## config.mk

```make
export PLATFORM = sky130hd
export DESIGN_NAME = vga_fb_arbiter
export DESIGN_NICKNAME = d
export VERILOG_FILES = /design/src/rtl/vga_pkg.sv /design/src/rtl/pixel_fifo.sv /design/src/rtl/vga_fb_arbiter.sv
export SDC_FILE = /design/constraint.sdc
export NUM_CORES = 1
export LEC_CHECK = 0
export CAP_MARGIN = 10
export CORE_MARGIN = 2
export CORE_UTILIZATION = 45
export DETAILED_ROUTE_END_ITERATION = 10
export PLACE_DENSITY = 0.71
export SLEW_MARGIN = 20
export SYNTH_ARGS = -nofsm -noshare
export SYNTH_HDL_FRONTEND = slang
export SYNTH_SLANG_ARGS = --single-unit
```

## constraint.sdc

```tcl
create_clock -name clk_50MHz -period 3.22 [get_ports clk_50MHz]
set_clock_uncertainty 0.2 [all_clocks]
set_input_delay 0.644 -clock clk_50MHz [delete_from_list [all_inputs] [get_ports clk_50MHz]]
set_output_delay 0.644 -clock clk_50MHz [all_outputs]
set_load 0.03 [all_outputs]
```

## src/rtl/vga_pkg.sv

```systemverilog
// Shared framebuffer geometry, bus widths and CPU port state encoding.
package vga_pkg;
    localparam int H_RES        = 640;
    localparam int V_RES        = 480;
    localparam int PIX_W        = 8;
    localparam int ADDR_W       = 19;
    localparam logic [ADDR_W-1:0] FB_BASE = '0;
    localparam int FRAME_PIXELS = H_RES * V_RES;
    localparam int SCAN_CNT_W   = $clog2(FRAME_PIXELS + 1);

    typedef enum logic {
        CPU_IDLE = 1'b0,
        CPU_ACK  = 1'b1
    } cpu_state_t;
endpackage

```

## src/rtl/pixel_fifo.sv

```systemverilog
// First-word-fall-through prefetch FIFO: head visible combinationally, push/pop in 1 cycle.
// Flush has priority over push and pop; the caller never pushes when full or pops when empty.
module pixel_fifo #(
    parameter int DEPTH = 4,
    parameter int W     = 8,
    localparam int AW   = $clog2(DEPTH)
) (
    input  logic          clk,
    input  logic          rst,
    input  logic          flush,
    input  logic          push,
    input  logic [W-1:0]  push_data,
    input  logic          pop,
    output logic [W-1:0]  head,
    output logic [AW:0]   count
);
    logic [W-1:0]  storage [DEPTH];
    logic [AW-1:0] wr_ptr;
    logic [AW-1:0] rd_ptr;

    always_ff @(posedge clk) begin
        if (push && !flush)
            storage[wr_ptr] <= push_data;
    end

    always_ff @(posedge clk or posedge rst) begin
        if (rst) begin
            wr_ptr <= '0;
            rd_ptr <= '0;
            count  <= '0;
        end else if (flush) begin
            wr_ptr <= '0;
            rd_ptr <= '0;
            count  <= '0;
        end else begin
            if (push)
                wr_ptr <= wr_ptr + AW'(1);
            if (pop)
                rd_ptr <= rd_ptr + AW'(1);
            case ({push, pop})
                2'b10:   count <= count + (AW+1)'(1);
                2'b01:   count <= count - (AW+1)'(1);
                default: count <= count;
            endcase
        end
    end

    assign head = (count == '0) ? '0 : storage[rd_ptr];
endmodule

```

## src/rtl/vga_fb_arbiter.sv

```systemverilog
// Single-port framebuffer arbiter: video prefetch vs CPU; mem ops are combinational from the grant.
// CPU is acked one cycle after its grant; video wins when the FIFO level is below LOW_WATER.
module vga_fb_arbiter
    import vga_pkg::*;
#(
    parameter int FIFO_DEPTH = 4,
    parameter int LOW_WATER  = 2
) (
    input  logic              clk_50MHz,
    input  logic              clear,
    input  logic              frame_start,
    input  logic              pix_pop,
    output logic [PIX_W-1:0]  pix_data,
    output logic              pix_valid,
    output logic              underflow,
    input  logic              cpu_req,
    input  logic              cpu_we,
    input  logic [ADDR_W-1:0] cpu_addr,
    input  logic [PIX_W-1:0]  cpu_wdata,
    output logic              cpu_ack,
    output logic [PIX_W-1:0]  cpu_rdata,
    output logic [ADDR_W-1:0] mem_addr,
    output logic              mem_we,
    output logic [PIX_W-1:0]  mem_wdata,
    input  logic [PIX_W-1:0]  mem_rdata
);
    localparam int CW = $clog2(FIFO_DEPTH) + 1;

    cpu_state_t            cpu_state;
    cpu_state_t            cpu_state_nxt;
    logic [ADDR_W-1:0]     scan_addr;
    logic [SCAN_CNT_W-1:0] scan_cnt;
    logic                  scan_active;
    logic                  vid_inflight;
    logic [CW-1:0]         fifo_count;
    logic [CW-1:0]         level;
    logic                  vid_need;
    logic                  vid_urgent;
    logic                  cpu_pending;
    logic                  gnt_vid;
    logic                  gnt_cpu;
    logic                  fifo_pop;
    logic [PIX_W-1:0]      rdata_q;

    // No video fetch in the frame_start cycle: scan_addr is about to restart.
    assign level       = fifo_count + CW'(vid_inflight);
    assign vid_need    = scan_active && !frame_start && (level < CW'(FIFO_DEPTH));
    assign vid_urgent  = vid_need && (level < CW'(LOW_WATER));
    assign cpu_pending = (cpu_state == CPU_IDLE) && cpu_req && !clear;
    assign gnt_vid     = vid_urgent || (vid_need && !cpu_pending);
    assign gnt_cpu     = !gnt_vid && cpu_pending;

    always_comb begin
        mem_addr  = '0;
        mem_we    = 1'b0;
        mem_wdata = '0;
        if (gnt_vid) begin
            mem_addr = scan_addr;
        end else if (gnt_cpu) begin
            mem_addr  = cpu_addr;
            mem_we    = cpu_we;
            mem_wdata = cpu_wdata;
        end
    end

    always_ff @(posedge clk_50MHz or posedge clear) begin
        if (clear)
            cpu_state <= CPU_IDLE;
        else
            cpu_state <= cpu_state_nxt;
    end

    always_comb begin
        cpu_state_nxt = cpu_state;
        cpu_ack       = 1'b0;
        case (cpu_state)
            CPU_IDLE: if (gnt_cpu) cpu_state_nxt = CPU_ACK;
            CPU_ACK: begin
                cpu_ack       = 1'b1;
                cpu_state_nxt = CPU_IDLE;
            end
            default:  cpu_state_nxt = CPU_IDLE;
        endcase
    end

    // Read data is passed straight through during the ack and held afterwards.
    always_ff @(posedge clk_50MHz or posedge clear) begin
        if (clear)
            rdata_q <= '0;
        else if (cpu_ack && !cpu_we)
            rdata_q <= mem_rdata;
    end
    assign cpu_rdata = (cpu_ack && !cpu_we) ? mem_rdata : rdata_q;

    always_ff @(posedge clk_50MHz or posedge clear) begin
        if (clear) begin
            scan_addr    <= FB_BASE;
            scan_cnt     <= '0;
            scan_active  <= 1'b0;
            vid_inflight <= 1'b0;
            underflow    <= 1'b0;
        end else begin
            vid_inflight <= gnt_vid;
            if (pix_pop && fifo_count == '0)
                underflow <= 1'b1;
            if (frame_start) begin
                scan_addr   <= FB_BASE;
                scan_cnt    <= '0;
                scan_active <= 1'b1;
            end else if (gnt_vid) begin
                scan_addr <= scan_addr + ADDR_W'(1);
                scan_cnt  <= scan_cnt + SCAN_CNT_W'(1);
                if (scan_cnt == SCAN_CNT_W'(FRAME_PIXELS - 1))
                    scan_active <= 1'b0;
            end
        end
    end

    assign fifo_pop  = pix_pop && (fifo_count != '0);
    assign pix_valid = (fifo_count != '0);

    // A read in flight when frame_start arrives is dropped by the flush.
    pixel_fifo #(
        .DEPTH (FIFO_DEPTH),
        .W     (PIX_W)
    ) u_fifo (
        .clk       (clk_50MHz),
        .rst       (clear),
        .flush     (frame_start),
        .push      (vid_inflight),
        .push_data (mem_rdata),
        .pop       (fifo_pop),
        .head      (pix_data),
        .count     (fifo_count)
    );
endmodule

```

==> results of run 1 <==
==> stage by stage <==
step / TNS [ns] / setup slack (ns) / utilization (%) / area (um^2)
final: -0.9109 / -0.05209 / 63.02 / 6103
after global routing: -4.371 / -0.1612 / 63.02 / 6103
after CTS: -0.04778 / -0.01004 / 61.51 / 5957
after detailed placement: 0 / 0.01912 / 56.43 / 5465
after global placement: 0 / 0.04140 / 56.43 / 5465
after floorplan: 0 / 0.08582 / - / 4448
==> how the worst max path moves through the flow <==
stage	from	endpoint	slack, ns	cells past startpoint
floorplan	vid_inflight	mem_addr[10]	0.09	10
global placement	cpu_we	cpu_rdata[0]	0.04	5
detailed placement	cpu_we	cpu_rdata[2]	0.02	5
CTS	u_fifo.count[0]	mem_addr[13]	-0.01	10
global route	u_fifo.count[0]	mem_addr[18]	-0.16	10
finish	u_fifo.count[0]	scan_addr[9]	-0.05	17
==> flip-flops by register name, summed over array words and instances, names as in the netlist <==
name and count:
cpu_state 1, rdata_q 8, scan_active 1, scan_addr 19, scan_cnt 19, u_fifo.count 3
u_fifo.rd_ptr 2, u_fifo.storage 32, u_fifo.wr_ptr 2, underflow 1, vid_inflight 1
==> layout make-up <==
cell class                      count  area, um^2
Tap cell                          133       166.4
Clock buffer                        9       123.9
Fill cell                         726        3581
Multi-Input combinational cell    264        2038
Timing Repair Buffer              124        1271
Inverter                            8       32.53
Sequential cell                    89        2389
Clock inverter                      7       82.58
==> worst max-delay path, cell delays in order, from the launching register on <==
cell and delay [ns]:
dfrtp_2 0.43, and2_4 0.15, ha_4 0.27, nand4bb_4 0.14
buf_4 0.16, buf_6 0.10, buf_4 0.12, buf_4 0.12
buf_4 0.12, buf_4 0.13, buf_4 0.12, buf_4 0.12
buf_4 0.12, buf_4 0.13, buf_4 0.14, and4_4 0.17
nand3_1 0.09, mux2_2 0.33
==> cell families after synthesis <==
family / count (synthesis) / share of synthesized area, %
multiplexers: 25 / 8.186
AND/OR/NAND/NOR: 148 / 20.14
AO/OA/AOI/OAI: 73 / 10.83
adder cells (fa/ha/maj): 8 / 2.419
XOR/XNOR: 10 / 1.969
buffers and inverters: 30 / 2.785
flip-flops: 89 / 53.67
==> synth_stat cells (all sizes together) <==
master	n	share of area (%)
edfxtp	32	22
ha	7	2.0
nor3b	1	0.17
nand3b	1	0.17
nand4	14	2.0
nor2	16	1.4
or3	8	1.1
dfrtp	57	32
nand3	16	1.8
fa	1	0.45
inv	8	0.68
o21bai	1	0.17
o31ai	14	2.4
o22a	1	0.20
nor4	1	0.14
o21ai	14	1.6
clkbuf	14	1.2
mux2i	6	1.4
nand4bb	1	0.25
a21oi	23	2.6
mux2	11	2.8
and3	6	0.84
nand2	14	1.2
and3b	1	0.20
nand2b	8	1.1
buf	8	0.93
nor4b	2	0.53
and4	6	1.2
nor2b	6	0.84
xor2	4	0.79
nor4bb	2	0.45
or4	14	2.4
mux4	8	4.1
a31o	1	0.20
xnor2	6	1.2
and2	25	3.5
nand4b	2	0.39
a22o	19	3.7
nor3	4	0.45
==> layer usage <==
metal	vias up	wire (um)
met4	0	152
li1	1674	-
met2	107	5597
met1	1709	4532
met5	-	0
met3	10	575
==> power by group <==
part	switching (W)	total [W]	internal (W)
sequential	0.000123	0.00144	0.00132
combinational	0.000806	0.00152	0.000713
clock	0.000438	0.000813	0.000375
total	0.00137	0.00377	0.00241
==> timing repair <==
action | 4_1_cts | 5_1_grt
pin swaps | 3 | 13
setup buffers | 20 | 4
setup endpoints to repair | 28 | 56
gates resized for setup | 24 | 39
gates cloned | 2 | 0
==> impl_metrics.toml, run 1 <==
[setup_path]
reg2reg_depth = 17
reg2reg_slack_ns = -0.05
required_ns = 3.28
r2r-start = "u_fifo.count[0]"
rr_endpoint = "scan_addr[9]"
cp-end-kind = "flip-flop"
critPathKind = "flip-flop to flip-flop"
cp_max_fo = 5
arrival_ns = 3.33
cp-start-kind = "flip-flop"

[detailed_routing]
dr.pass1.iters = 4
routed_wl_mm = 10.86
drt_iter0_markers = 204
drtAntennaViolNets = 0
vias_per_cell = 5.521
drt-wirelength-per-cell_um = 17.13
num_vias = 3500
drc = 0

[finish]
final_nets = 545
drive_gt1_share_pct = 23.95
area_growth_pct = 37.22
layout_common_cells = "56 x dfrtp_1, 49 x clkdlybuf4s50_1, 32 x edfxtp_1"
diodes = 0
stdcell_count = 634
final_common_cell = "dfrtp_1"

[timing]
hold_viol = 0
setup_viol = 30
rsz0062_at_grt = "yes"
fin_crit_sh_pct = 101.6
slew_violations = 0
slew_headroom_pct = 53.18
setup_ws_ns = -0.05209
worst_pin_slew_ns = 0.6964
fmax_ghz = 0.3056
hold_slack_ns = 0.2825
period_minus_slack_ns = 3.272

[clock_network]
cts_tree = "done"
cts_sinks = 89
cts_made_buffers = 9
htreeDepth = 3
cts_hold_buf = 0
clk_pin_slew_ns = 0.10
clk_latency_ns = 0.37
root_buffer = "clkbuf_8"
cts_buffer_depth = 2

[place]
gp_congestion = 0.7711
place_hpwl_mm = 6.722
port_buffers = 87
place_inst = 594

[worst_hold_path]
hold_depth = 1
holdPathEnd = "underflow"
min_from = "underflow"
hp-class = "flip-flop to flip-flop"

[synthesis]
ys_ff_latch = 89
netlist_area_um2 = 4448
synth-seq-area-share_pct = 53.67
postSynthCellCount = 383
synth.distinct_cells = 44
syn_avg_cell_area_um2 = 11.61
syn_nets = 432
ys_warn_count = 0

[pwr]
worst_ir_drop_vdd_mv = 0.3937
p_leak_nw = 2.511
finalPower_w = 0.003772
p_per_area_nw_per_um2 = 618.0

[global_route]
grt_pass1_wl_mm = 16.74
antenna_found_initial = 0
overflow = 0
grt_start_max_net_pins = 53
grt_use_total_pct = 20.82
met3_usage_pct = 4.368
busiest_layer = "met2"
first_global_vias = 3327
met1_usage_pct = 27.26
met2_usage_pct = 34.19

[job]
drv_cap = 0

[die]
die_h_um = 103.4
core_um2 = 9684
die_x_um = 103.4
start_util_pct = 45.93
ioPinCount = 88
fp-row-count = 36
die_area_um2 = 10700

[run_status]
status = "complete, but fails checks"
violations = "negative setup slack"
(Power assumes the default switching activity.)
==> run 2: changes to the inputs <==
--- a/config.mk
+++ b/config.mk
@@ -7,9 +7,9 @@
 export LEC_CHECK = 0
 export CAP_MARGIN = 10
 export CORE_MARGIN = 2
-export CORE_UTILIZATION = 45
+export CORE_UTILIZATION = 52
 export DETAILED_ROUTE_END_ITERATION = 10
-export PLACE_DENSITY = 0.71
+export PLACE_DENSITY = 0.8
 export SLEW_MARGIN = 20
 export SYNTH_ARGS = -nofsm -noshare
 export SYNTH_HDL_FRONTEND = slang
==> impl_metrics.toml, run 2 (synthesis results as in run 1) <==
[global_route]
overflow = 0
met3_usage_pct = 3.646
busiest_layer = "met2"
grt_use_total_pct = 22.30
met2_usage_pct = 38.83
met1_usage_pct = 28.67
antenna_found_initial = 0
grt_start_max_net_pins = 53
grt_pass1_wl_mm = 15.84
first_global_vias = 3285

[pwr]
finalPower_w = 0.003806
p_per_area_nw_per_um2 = 640.4
worst_ir_drop_vdd_mv = 0.2860
p_leak_nw = 2.413

[detailed_routing]
vias_per_cell = 5.915
drt_iter0_markers = 147
routed_wl_mm = 10.63
drt-wirelength-per-cell_um = 18.08
num_vias = 3478
dr.pass1.iters = 5
drtAntennaViolNets = 0
drc = 0

[timing]
slew_violations = 0
rsz0062_at_grt = "yes"
period_minus_slack_ns = 3.284
worst_pin_slew_ns = 0.7033
hold_slack_ns = 0.3049
hold_viol = 0
setup_viol = 28
fmax_ghz = 0.3045
slew_headroom_pct = 52.71
fin_crit_sh_pct = 102.0
setup_tns_ns = -1.194
setup_ws_ns = -0.06440

[die]
start_util_pct = 53.86
die_h_um = 96.49
core_um2 = 8258
die_x_um = 96.49
fp-row-count = 33
die_area_um2 = 9309
ioPinCount = 88

[finish]
top_register = "u_fifo.storage"
final_common_cell = "dfrtp_1"
drive_gt1_share_pct = 20.70
largest_reg_flops = 32
fin_area_um2 = 5943
diodes = 0
layout_common_cells = "56 x dfrtp_1, 51 x clkdlybuf4s50_1, 32 x edfxtp_1"
largestRegisters = "u_fifo.storage: 32 flops, scan_addr: 19 flops, scan_cnt: 19 flops"
multi_input_comb_area_um2 = 1993
final_nets = 527
seq_area_um2 = 2389
area_growth_pct = 33.61
fillers = 568

[setup_path]
cp_max_fo = 7
crit_path_start = "u_fifo.count[0]"
arrival_ns = 2.44
required_ns = 2.38
critPathKind = "flip-flop to primary output"
r2r-start = "u_fifo.count[0]"
cp-end-kind = "primary output"
reg2reg_slack_ns = 0.62
cp-start-kind = "flip-flop"

[run_status]
status = "complete, but fails checks"
violations = "negative setup slack"

[clock_network]
htreeDepth = 3
root_buffer = "clkbuf_8"
cts_sinks = 89
cts_made_buffers = 9
clk_latency_ns = 0.35
cts_tree = "done"
cts_buffer_depth = 2
clk_pin_slew_ns = 0.09

[worst_hold_path]
hp-class = "flip-flop to flip-flop"
min_from = "underflow"

[place]
placed_area_um2 = 5430
place_hpwl_mm = 6.936
port_buffers = 87
gp_congestion = 0.8102

[job]
drv_cap = 0
## run 2: cell count changes in the layout (fill, tap and decap cells not counted), moves of 2 or more
cell	delta
buf_4	-20
bufinv_16	+2
clkdlybuf4s50_1	+2
dlymetal6s2s_1	-2
inv_8	-2
## run 2: worst paths after layout
check / endpoint / depth (start not counted)
max: mem_wdata[1] / 10
min: underflow / 1
max reg2reg: u_fifo.count[2] / 7
min reg2reg: underflow / 1
max in group asynchronous: u_fifo.count[0] / 4
min in group asynchronous: scan_addr[16] / 3
## run 2: critical path, stage by stage, from the launching register on
cell and delay, ns:
dfrtp_2 0.45, and2_4 0.16, ha_4 0.26, nand4bb_1 0.15
nand3_2 0.11, inv_2 0.06, nor4b_4 0.27, buf_6 0.19
clkbuf_16 0.16, and2_1 0.15, buf_6 0.13
## run 2: metal layers
metal  share of wire (%)  wire (um)
met5                   0          0
met2                  53       5603
met4                0.99        105
met1                  42       4458
met3                 4.4        464
## run 2: layout make-up
type	count	share of cell area (%)
well taps	105	2.211
clock inverters	7	2.084
clock buffers	9	2.084
inverters	8	0.5053
repair buffers	106	19.39
flip-flops and latches	89	40.19
multi-input cells	264	33.54
## run 2: per-stage QoR
step           util (%)  setup WS, ns  cells
2_1_floorplan         -       0.08582    383
3_3_place_gp      65.76       0.03837    566
3_5_place_dp      65.76       0.01725    566
4_1_cts           69.18      0.003004    582
5_1_grt           71.97       -0.1344    588
6_report          71.97      -0.06440    588
## run 2: where the power goes
part | switching (W) | internal [W] | leakage [nW] | total, W
sequential | 0.000116 | 0.00132 | 1.05 | 0.00143
clock | 0.000415 | 0.000522 | 0.120 | 0.000937
combinational | 0.000781 | 0.000654 | 1.25 | 0.00144
total | 0.00131 | 0.00249 | 2.41 | 0.00381
## run 2: what timing repair did
item	4_1_cts	5_1_grt
setup buffers	0	3
resized for setup	10	42
setup endpoints to repair	28	34
gates cloned	0	3
hold buffers	0	0
pin swaps	1	12
==> run 3: changes to the inputs <==
==> constraint.sdc (replaced) <==
create_clock -name clk_50MHz -period 3.22 [get_ports clk_50MHz]
set_clock_uncertainty 0.2 [all_clocks]
set_input_delay 0.644 -clock clk_50MHz [delete_from_list [all_inputs] [get_ports clk_50MHz]]
set_output_delay 0.644 -clock clk_50MHz [all_outputs]
set_load 0.1 [all_outputs]
==> impl_metrics.toml, run 3 (synthesis results as in run 1) <==
[run_status]
status = "complete, but fails checks"
violations = "negative setup slack"

[timing]
setup_tns_ns = -0.07064
hold_viol = 0
period_minus_slack_ns = 3.234
fin_crit_sh_pct = 100.4
fmax_ghz = 0.3092
setup_ws_ns = -0.01441
worst_pin_slew_ns = 0.7019
slew_headroom_pct = 52.81
slew_violations = 0
rsz0062_at_grt = "yes"
setup_viol = 15

[setup_path]
cpPeakStageDelay_ns = 0.44
r2r-start = "u_fifo.count[0]"
critPathKind = "input port to primary output"
slowest_stage = "clkdlybuf4s50_1"
required_ns = 2.38
crit_path_start = "clear"
critPathBufInv = 5
cp_max_fo = 5
setup.worst_path.end = "mem_addr[7]"
crit_chain = "clkdlybuf4s50_1, nand4bb_4, nand3_2, inv_2, nor4b_4, buf_6, clkbuf_16, a22o_4, buf_12"
cp-end-kind = "primary output"
path_delay_family = "buffers and inverters"
reg2reg_slack_ns = 0.63
rr_endpoint = "u_fifo.count[2]"
reg2reg_depth = 7
arrival_ns = 2.39
cp-start-kind = "input port"
cp_num_cells = 9

[job]
drv_cap = 0

[global_route]
first_global_vias = 3415
grt_use_total_pct = 24.45
grt_start_max_net_pins = 53
grt_pass1_wl_mm = 17.23
overflow = 0
antenna_found_initial = 0

[worst_hold_path]
min_from = "underflow"
hp-class = "flip-flop to flip-flop"

[clock_network]
clk_latency_ns = 0.36
cts_tree = "done"
cts_made_buffers = 9
htreeDepth = 3
cts_hold_buf = 0
cts_buffer_depth = 2
cts_sinks = 89
clk_pin_slew_ns = 0.09
root_buffer = "clkbuf_8"

[finish]
final_nets = 525
largestRegisters = "u_fifo.storage: 32 flops, scan_addr: 19 flops, scan_cnt: 19 flops"
area_growth_pct = 42.14
layout_common_cells = "55 x dfrtp_1, 40 x clkdlybuf4s50_1, 38 x buf_12"
largest_reg_flops = 32
stdcell_count = 586
top_register = "u_fifo.storage"
drive_gt1_share_pct = 28.69
diodes = 0
final_common_cell = "dfrtp_1"

[place]
place_inst = 565
pre_cts_ws_ns = 0.008321
gp_congestion = 0.8421
port_buffers = 87
place_hpwl_mm = 7.334

[detailed_routing]
routed_wl_mm = 10.79
dr.pass1.iters = 4
drtAntennaViolNets = 0
drt_iter0_markers = 201
drc = 0
num_vias = 3541
vias_per_cell = 6.043
drt-wirelength-per-cell_um = 18.41

[die]
start_util_pct = 53.86
ioPinCount = 88
core_um2 = 8258
fp-row-count = 33
die_x_um = 96.49
die_area_um2 = 9309
die_h_um = 96.49

[pwr]
p_per_area_nw_per_um2 = 735.5
worst_ir_drop_vdd_mv = 0.5395
p_leak_nw = 2.534
run 3: changes by cell type in the layout (fill, tap and decap cells not counted), moves of 3 or more:
cell             delta
buf_6              -28
buf_12             +35
bufinv_16           -3
a22o_4             +19
a22o_1             -19
dlymetal6s2s_1      -8
buf_4              +10
clkdlybuf4s50_1    -11
run 3: routing by layer:
metal	vias up	wire, um	GRT usage (%)
met4	0	178	9.038
met5	-	0	0
met3	17	626	4.577
met2	147	5588	40.10
met1	1740	4394	32.66
li1	1637	-	-
run 3: per-stage QoR:
| step | hold WS (ns) | power, W | utilization (%) | area, um^2 |
|---|---|---|---|---|
| final | 0.2924 | 0.004650 | 76.56 | 6322 |
| after global routing | 0.3239 | 0.004836 | 76.56 | 6322 |
| after CTS | 0.3053 | 0.004619 | 75.24 | 6213 |
| after detailed placement | 0.2807 | 0.003819 | 71.29 | 5887 |
| after global placement | 0.2619 | 0.003763 | 71.29 | 5887 |
| after floorplan | 0.2954 | 0.003108 | - | 4523 |
run 3: layout make-up:
class / instances / area, um^2
Inverter: 8 / 30.03
Fill cell: 485 / 1936
Tap cell: 105 / 131.4
Clock buffer: 9 / 123.9
Multi-Input combinational cell: 264 / 2171
Timing Repair Buffer: 104 / 1405
Sequential cell: 89 / 2390
Clock inverter: 7 / 71.32
run 3: repair_timing:
action	4_1_cts	5_1_grt
cloned	2	1
endpoints found under the setup margin	28	28
buffers inserted	3	0
gates resized for setup	24	12
pin swaps	5	3
run 3: worst min-delay path by stage:
stage / slack, ns / cells after the start / endpoint
final: 0.29 / 1 / underflow
after global routing: 0.32 / 1 / underflow
after global placement: 0.26 / 1 / underflow
after detailed placement: 0.28 / 1 / underflow
after floorplan: 0.30 / 2 / scan_cnt[18]
after CTS: 0.31 / 1 / underflow
run 3: where the power goes:
group          total [W]  internal, W  switching (W)
Combinational    0.00244     0.000808        0.00163
Clock           0.000748     0.000303       0.000445
Sequential       0.00146      0.00132       0.000145
